--- config.mk ---
export PLATFORM = sky130hd
export DESIGN_NAME = ysyx_24080014_lsu_flat
export DESIGN_NICKNAME = d
export VERILOG_FILES = /design/src/rtl/ysyx_24080014_lsu_pkg.sv /design/src/rtl/ysyx_24080014_lsu_if.sv /design/src/rtl/ysyx_24080014_lsu_align.sv /design/src/rtl/ysyx_24080014_lsu.sv /design/src/flat_wrapper.sv
export SDC_FILE = /design/constraint.sdc
export NUM_CORES = 1
export LEC_CHECK = 0
export ABC_CLOCK_PERIOD_IN_PS = 3700
export CAP_MARGIN = 40
export CORE_ASPECT_RATIO = 0.6
export CORE_UTILIZATION = 25
export DETAILED_ROUTE_END_ITERATION = 6
export GPL_TIMING_DRIVEN = 0
export HOLD_SLACK_MARGIN = 0.1
export MAX_ROUTING_LAYER = met4
export PLACE_DENSITY = 0.5
export SETUP_SLACK_MARGIN = 0.15
export SLEW_MARGIN = 0
export SYNTH_ARGS = -nofsm -noshare
export SYNTH_HDL_FRONTEND = slang
export SYNTH_SLANG_ARGS = --single-unit
export TNS_END_PERCENT = 20
--- constraint.sdc ---
create_clock -name clk -period 3.7 [get_ports clk]
set_clock_uncertainty 0.15 [all_clocks]
set_input_delay 0.555 -clock clk [delete_from_list [all_inputs] [get_ports clk]]
set_output_delay 0.555 -clock clk [all_outputs]
set_load 0.1 [all_outputs]
--- src/rtl/ysyx_24080014_lsu_pkg.sv ---
// ysyx_24080014_pkg: shared LSU types, funct3 encodings and access-legality helper
//   state_t     : LSU FSM states IDLE/REQ/RESP/DONE
//   F3_*        : RV32 load/store funct3 encodings
//   bad_access  : 1 when funct3 is illegal for the op or the address is misaligned
package ysyx_24080014_pkg;
    typedef enum logic [1:0] {IDLE, REQ, RESP, DONE} state_t;
    localparam logic [2:0] F3_B  = 3'b000;
    localparam logic [2:0] F3_H  = 3'b001;
    localparam logic [2:0] F3_W  = 3'b010;
    localparam logic [2:0] F3_BU = 3'b100;
    localparam logic [2:0] F3_HU = 3'b101;
    function automatic logic bad_access(input logic ld, input logic [2:0] f3, input logic [1:0] off);
        logic legal;
        legal = ld ? (f3 == F3_B || f3 == F3_H || f3 == F3_W || f3 == F3_BU || f3 == F3_HU) : (f3 <= F3_W);
        return !legal || (f3[1:0] == 2'b01 && off[0]) || (f3[1:0] == 2'b10 && off != 2'b00);
    endfunction
endpackage

--- src/rtl/ysyx_24080014_lsu_if.sv ---
// ysyx_24080014_lsu_if: EXU-side and data-memory-side signals of the LSU
//   EXU     : valid/load/store/funct3/addr/wdata in, busy/mem_ready/rd_data/err out
//   memory  : req_valid/req_wen/req_addr/req_wdata/req_wmask out, req_ready in,
//             resp_valid/resp_rdata in, resp_ready out
//   slave   : the LSU's view; master : the environment (EXU + memory) view
interface ysyx_24080014_lsu_if;
    logic        valid;
    logic        load;
    logic        store;
    logic [2:0]  funct3;
    logic [31:0] addr;
    logic [31:0] wdata;
    logic        busy;
    logic        mem_ready;
    logic [31:0] rd_data;
    logic        err;
    logic        req_valid;
    logic        req_ready;
    logic        req_wen;
    logic [31:0] req_addr;
    logic [31:0] req_wdata;
    logic [3:0]  req_wmask;
    logic        resp_valid;
    logic        resp_ready;
    logic [31:0] resp_rdata;
    modport slave (
        input  valid, load, store, funct3, addr, wdata, req_ready, resp_valid, resp_rdata,
        output busy, mem_ready, rd_data, err, req_valid, req_wen, req_addr, req_wdata, req_wmask, resp_ready
    );
    modport master (
        output valid, load, store, funct3, addr, wdata, req_ready, resp_valid, resp_rdata,
        input  busy, mem_ready, rd_data, err, req_valid, req_wen, req_addr, req_wdata, req_wmask, resp_ready
    );
endinterface

--- src/rtl/ysyx_24080014_lsu_align.sv ---
// ysyx_24080014_lsu_align: byte-lane steering for stores and extraction/extension for loads
//   i_funct3 : access size/sign        i_off   : addr[1:0]
//   i_wdata  : raw store data          o_wmask : byte strobes, o_wdata : lane-replicated data
//   i_rdata  : raw read word           o_rdata : shifted and sign/zero-extended load result
module ysyx_24080014_lsu_align
    import ysyx_24080014_pkg::*;
(
    input  logic [2:0]  i_funct3,
    input  logic [1:0]  i_off,
    input  logic [31:0] i_wdata,
    input  logic [31:0] i_rdata,
    output logic [3:0]  o_wmask,
    output logic [31:0] o_wdata,
    output logic [31:0] o_rdata
);
    logic [31:0] w_sh;
    always_comb begin
        o_wmask = i_funct3[1:0] == F3_B[1:0] ? 4'b0001 << i_off :
                  i_funct3[1:0] == F3_H[1:0] ? 4'b0011 << {i_off[1], 1'b0} : 4'b1111;
        o_wdata = i_funct3[1:0] == F3_B[1:0] ? {4{i_wdata[7:0]}} :
                  i_funct3[1:0] == F3_H[1:0] ? {2{i_wdata[15:0]}} : i_wdata;
        w_sh    = i_rdata >> {i_off, 3'b000};
        o_rdata = i_funct3 == F3_B  ? {{24{w_sh[7]}}, w_sh[7:0]} :
                  i_funct3 == F3_H  ? {{16{w_sh[15]}}, w_sh[15:0]} :
                  i_funct3 == F3_BU ? {24'b0, w_sh[7:0]} :
                  i_funct3 == F3_HU ? {16'b0, w_sh[15:0]} : w_sh;
    end
endmodule

--- src/rtl/ysyx_24080014_lsu.sv ---
// ysyx_24080014_lsu: load/store unit between EXU and the data-memory port
//   clk, rst : clock, asynchronous active-high reset
//   io       : EXU handshake (valid/load/store/funct3/addr/wdata -> busy/mem_ready/rd_data/err)
//              and memory request/response channels (req_* / resp_*)
//   TIMEOUT_CYC : RESP cycles before abort with error (0 = never); CNT_W : counter width
module ysyx_24080014_lsu
    import ysyx_24080014_pkg::*;
#(
    parameter int TIMEOUT_CYC = 255,
    parameter int CNT_W       = 8
) (
    input logic clk,
    input logic rst,
    ysyx_24080014_lsu_if.slave io
);
    localparam logic [CNT_W-1:0] TMO_LAST = CNT_W'(TIMEOUT_CYC - 1);
    state_t      r_state, w_next;
    logic [31:0] r_addr, r_wdata, r_rd;
    logic [2:0]  r_f3;
    logic        r_load, r_err;
    logic [CNT_W-1:0] r_cnt;
    logic        w_start, w_bad, w_tmo;
    logic [3:0]  w_wmask;
    logic [31:0] w_wdata, w_ld;
    ysyx_24080014_lsu_align u_align (
        .i_funct3(r_f3),
        .i_off   (r_addr[1:0]),
        .i_wdata (r_wdata),
        .i_rdata (io.resp_rdata),
        .o_wmask (w_wmask),
        .o_wdata (w_wdata),
        .o_rdata (w_ld)
    );
    assign w_start = r_state == IDLE && io.valid && (io.load || io.store);
    assign w_bad   = (io.load && io.store) || bad_access(io.load, io.funct3, io.addr[1:0]);
    // timeout fires on the last allowed RESP cycle so DONE follows exactly TIMEOUT_CYC RESP cycles
    assign w_tmo   = TIMEOUT_CYC != 0 && r_cnt == TMO_LAST;
    always_ff @(posedge clk or posedge rst) begin
        if (rst) r_state <= IDLE;
        else     r_state <= w_next;
    end
    always_comb begin
        w_next = r_state;
        case (r_state)
            IDLE:    if (w_start) w_next = w_bad ? DONE : REQ;
            REQ:     if (io.req_ready) w_next = RESP;
            RESP:    if (io.resp_valid || w_tmo) w_next = DONE;
            default: w_next = IDLE;
        endcase
    end
    always_ff @(posedge clk or posedge rst) begin
        if (rst) begin
            r_addr  <= '0;
            r_wdata <= '0;
            r_f3    <= '0;
            r_load  <= 1'b0;
            r_err   <= 1'b0;
            r_cnt   <= '0;
            r_rd    <= '0;
        end else begin
            if (w_start) begin
                r_addr  <= io.addr;
                r_wdata <= io.wdata;
                r_f3    <= io.funct3;
                r_load  <= io.load;
                r_err   <= w_bad;
                if (w_bad) r_rd <= '0;
            end
            if (r_state == REQ && io.req_ready) r_cnt <= '0;
            if (r_state == RESP) begin
                if (io.resp_valid) begin
                    if (r_load) r_rd <= w_ld;
                end else if (w_tmo) begin
                    r_err <= 1'b1;
                    r_rd  <= '0;
                end else r_cnt <= r_cnt + 1'b1;
            end
        end
    end
    // request fields are zeroed outside REQ so idle/reset outputs read as 0
    always_comb begin
        io.busy       = r_state != IDLE;
        io.mem_ready  = r_state == DONE;
        io.err        = r_state == DONE && r_err;
        io.rd_data    = r_rd;
        io.req_valid  = r_state == REQ;
        io.req_wen    = r_state == REQ && !r_load;
        io.req_addr   = r_state == REQ ? {r_addr[31:2], 2'b00} : 32'b0;
        io.req_wdata  = r_state == REQ && !r_load ? w_wdata : 32'b0;
        io.req_wmask  = r_state == REQ && !r_load ? w_wmask : 4'b0;
        io.resp_ready = r_state == RESP;
    end
endmodule

--- src/flat_wrapper.sv ---
// flat-port wrapper written by rule: the top's interface ports become plain ports
module ysyx_24080014_lsu_flat import ysyx_24080014_pkg::*;
#(
    parameter int TIMEOUT_CYC = 255,
    parameter int CNT_W       = 8
)
  (clk, rst, io_valid, io_load, io_store, io_funct3, io_addr, io_wdata, io_req_ready, io_resp_valid, io_resp_rdata, io_busy, io_mem_ready, io_rd_data, io_err, io_req_valid, io_req_wen, io_req_addr, io_req_wdata, io_req_wmask, io_resp_ready);
  ysyx_24080014_lsu_if io_i ();
  input logic clk;
  input logic rst;
  input wire logic [$bits(io_i.valid)-1:0] io_valid;
  input wire logic [$bits(io_i.load)-1:0] io_load;
  input wire logic [$bits(io_i.store)-1:0] io_store;
  input wire logic [$bits(io_i.funct3)-1:0] io_funct3;
  input wire logic [$bits(io_i.addr)-1:0] io_addr;
  input wire logic [$bits(io_i.wdata)-1:0] io_wdata;
  input wire logic [$bits(io_i.req_ready)-1:0] io_req_ready;
  input wire logic [$bits(io_i.resp_valid)-1:0] io_resp_valid;
  input wire logic [$bits(io_i.resp_rdata)-1:0] io_resp_rdata;
  output wire logic [$bits(io_i.busy)-1:0] io_busy;
  output wire logic [$bits(io_i.mem_ready)-1:0] io_mem_ready;
  output wire logic [$bits(io_i.rd_data)-1:0] io_rd_data;
  output wire logic [$bits(io_i.err)-1:0] io_err;
  output wire logic [$bits(io_i.req_valid)-1:0] io_req_valid;
  output wire logic [$bits(io_i.req_wen)-1:0] io_req_wen;
  output wire logic [$bits(io_i.req_addr)-1:0] io_req_addr;
  output wire logic [$bits(io_i.req_wdata)-1:0] io_req_wdata;
  output wire logic [$bits(io_i.req_wmask)-1:0] io_req_wmask;
  output wire logic [$bits(io_i.resp_ready)-1:0] io_resp_ready;
  assign io_i.valid = io_valid;
  assign io_i.load = io_load;
  assign io_i.store = io_store;
  assign io_i.funct3 = io_funct3;
  assign io_i.addr = io_addr;
  assign io_i.wdata = io_wdata;
  assign io_i.req_ready = io_req_ready;
  assign io_i.resp_valid = io_resp_valid;
  assign io_i.resp_rdata = io_resp_rdata;
  assign io_busy = io_i.busy;
  assign io_mem_ready = io_i.mem_ready;
  assign io_rd_data = io_i.rd_data;
  assign io_err = io_i.err;
  assign io_req_valid = io_i.req_valid;
  assign io_req_wen = io_i.req_wen;
  assign io_req_addr = io_i.req_addr;
  assign io_req_wdata = io_i.req_wdata;
  assign io_req_wmask = io_i.req_wmask;
  assign io_resp_ready = io_i.resp_ready;
  ysyx_24080014_lsu #(.TIMEOUT_CYC(TIMEOUT_CYC), .CNT_W(CNT_W)) u_core (.clk(clk), .rst(rst), .io(io_i));
endmodule
==> reports/results.ini <==
[sta]
period_share_pct = 90.98
slew_viol_final = 0
period_needed_ns = 3.366
tightest_slew_ns = 0.8308
max_freq_mhz = 297.1
hold_violations = 0
whs_ns = 0.3202
setup_viol = 0
relSlewSlack_pct = 44.62
fin_setup_tns_ns = 0
rsz0062_at_grt = false

[die]
initial_utilization_pct = 25.55
fp.dieArea_um2 = 24340
die_w_um = 200.8
rows = 43
ios = 212
core_um2 = 23190
die_height_um = 121.3

[clocking]
clock_path_buffers = 2
cts.root.buffer_cell = clkbuf_16
cts_hold_buf = 0
cts_max_level = 3
clk_latency_ns = 0.36
cts.sinks = 111
cts-buffers-inserted = 9
clk_pin_slew_worst_paths_ns = 0.08
post_cts_buffers = 0
cts_tree = yes

[status]
status = complete, no violations

[placement]
gp_congestion = 0.8634
portBuffers = 209
dpl.hpwl_mm = 17.56

[detailed_routing]
viasPerCell = 4.498
drc = 0
vias = 6000
drtIter0Drc = 297
drt.antenna.violating_nets = 0
wl_mm = 23.00
wl_per_cell_um = 17.24
dr.pass1.iters = 5

[layout]
drive_above_1_share_pct = 16.85
syn_to_final_growth_pct = 84.27
post-route-util_pct = 47.09
num-nets-final = 1122
n_fill_cell = 2140

[setup_path]
crit_type = reg -> out
worst-endpoint-arrival_ns = 2.66
crit_fanout = 10
max_stage_delay_ns = 0.63
end_kind = primary output
worstPathRequired_ns = 2.99
crit_chain = buf_2, nor2_2, clkbuf_2, nand2_1, a21oi_1, clkdlybuf4s50_1, buf_16
crit_path_start_kind = register
slowest_stage = clkdlybuf4s50_1

[grt]
track_usage_pct = 20.25
grt_overflow_total = 0
grt_pass1_vias = 6085
antenna_found_initial = 3
grt_first_pass_wirelength_mm = 36.38
grt_max_degree = 65

[power_and_ir_drop]
peakVddDrop_v = 0.0005476
total_leakage_power_nw = 4.888
power.total_mw = 10.39
power_density_nw_per_um2 = 951.9

[synth]
synth-edff-count = 0
synth_area_per_cell_um2 = 8.663
synth-seq-area-share_pct = 46.88
ys_warn_count = 0
synth_area_um2 = 5926
yosysUniqueCellTypes = 48
synth_ff_type = dfrtp_1
synthArstFlopShare_pct = 100.0
synth_cells = 684
ys_ff_latch = 111

[min_path]
worstHoldPathType = reg -> reg

[job]
drv_cap = 0

final timing paths:
check | start | end | slack (ns) | cells past startpoint
setup / recovery | u_core.r_f3[0] | io_req_wdata[14] | 0.33 | 7
hold / removal | u_core.r_addr[21] | u_core.r_addr[21] | 0.32 | 2
setup reg to reg | u_core.r_state[0] | u_core.io.rd_data[4] | 1.21 | 8
max in group asynchronous | rst | u_core.r_wdata[27] | 2.23 | 3
hold reg to reg | u_core.r_addr[21] | u_core.r_addr[21] | 0.32 | 2
min in group asynchronous | rst | u_core.r_addr[20] | 0.45 | 2
flip-flops by register name, summed over array words and instances (netlist names):
register,cells
u_core.r_err,1
u_core.io.rd_data,32
u_core.r_f3,3
u_core.r_addr,32
u_core.r_state,2
u_core.r_load,1
u_core.r_wdata,32
u_core.r_cnt,8
per-layer routing:
metal  track usage, %  share of wire [%]  vias up
met5                -                  0        -
met4            4.055                1.0        0
met3            5.773                7.0       16
met2            27.76                 40      194
met1            29.23                 52     2850
li1                 -                  -     2940
area by class of cell:
class                           count  area [um2]  share of cell area [%]
Antenna cell                        4       10.01                 0.09167
Buffer                             48       249.0                   2.280
Clock buffer                       11       242.7                   2.223
Clock inverter                      5       32.53                  0.2979
Inverter                            9       38.79                  0.3552
Multi-Input combinational cell    517        2893                   26.49
Sequential cell                   111        2778                   25.44
Tap cell                          315       394.1                   3.609
Timing Repair Buffer              314        4282                   39.21
kinds of logic after synthesis:
logic type / count (synthesis) / share of synthesized area [%]
compound gates: 129 / 14.97
xor+xnor: 2 / 0.2957
fa+ha+maj: 6 / 1.267
buf+inv: 57 / 4.624
flops: 111 / 46.87
mux: 36 / 6.482
other cells: 1 / 0.06328
simple gates: 342 / 25.42
critical path: cells and delay by family, from the launching register on:
family          cells  cell delay [ns]
compound gates      1             0.15
buf+inv             4             1.34
flops               1             0.36
simple gates        2             0.42
cells in the final DEF (no fill, tap or decap), types with 4 or more instances in the layout:
| master | n |
|---|---|
| buf_2 | 16 |
| o21ai_0 | 23 |
| clkbuf_1 | 21 |
| and2_1 | 43 |
| mux2_2 | 9 |
| ha_1 | 5 |
| a211o_1 | 11 |
| mux2i_1 | 26 |
| clkbuf_16 | 9 |
| a32o_1 | 7 |
| dfrtp_1 | 111 |
| a22o_1 | 7 |
| nor2b_1 | 12 |
| nor2_1 | 29 |
| buf_16 | 49 |
| and3_1 | 5 |
| nand2b_1 | 5 |
| inv_1 | 8 |
| o2bb2ai_1 | 14 |
| or2_2 | 4 |
| nand2_1 | 223 |
| buf_8 | 56 |
| clkdlybuf4s50_1 | 209 |
| buf_4 | 5 |
| nand3_1 | 8 |
| a21oi_1 | 49 |
| diode_2 | 4 |
| a21o_1 | 4 |
metrics by stage:
stage | worst slack, ns | std cells | cell area (um2)
3_5_place_dp | 0.4076 | 1314 | 10610
3_3_place_gp | -2.100 | 1209 | 8418
5_1_grt | 0.1798 | 1333 | 10920
2_1_floorplan | 0.06435 | 685 | 5932
6_report | 0.3337 | 1334 | 10920
4_1_cts | 0.1656 | 1330 | 10900
timing repair:
action | in CTS | in global routing
setup endpoints to repair | 28 | 14
cloned | 0 | 0
gates resized for setup | 6 | 3
synthesized netlist by cell type (2+ instances only):
cell         n  area share [%]
buf_6        3            0.57
o2bb2ai_1   14             2.1
inv_1        9            0.57
nor2b_1     12             1.3
a211o_1     11             1.6
a21oi_1     49             4.1
nor3b_1      3            0.38
nand2_1    223              14
nand3_1      8            0.68
and2_1      43             4.5
o21ai_0     23             1.9
mux2i_1     26             4.4
clkbuf_1    24             1.5
or2_2        4            0.42
o21bai_1     3            0.38
dfrtp_1    111              47
buf_2       15             1.3
mux2_2       9             1.7
nor2_1      30             1.9
buf_4        5            0.63
a21o_1       4            0.51
and3_1       5            0.53
nand2b_1     5            0.53
nor3_1       3            0.25
ha_1         6             1.3
a32o_1       7             1.2
a21bo_2      2            0.34
a22o_1       7             1.0
power breakdown:
group          switching, mW  total, mW  internal (mW)
clock network          0.492      0.970          0.478
logic                   4.47       7.32           2.85
registers              0.384       2.10           1.72
total                   5.35       10.4           5.05
Power figures use the tool's default switching activity.
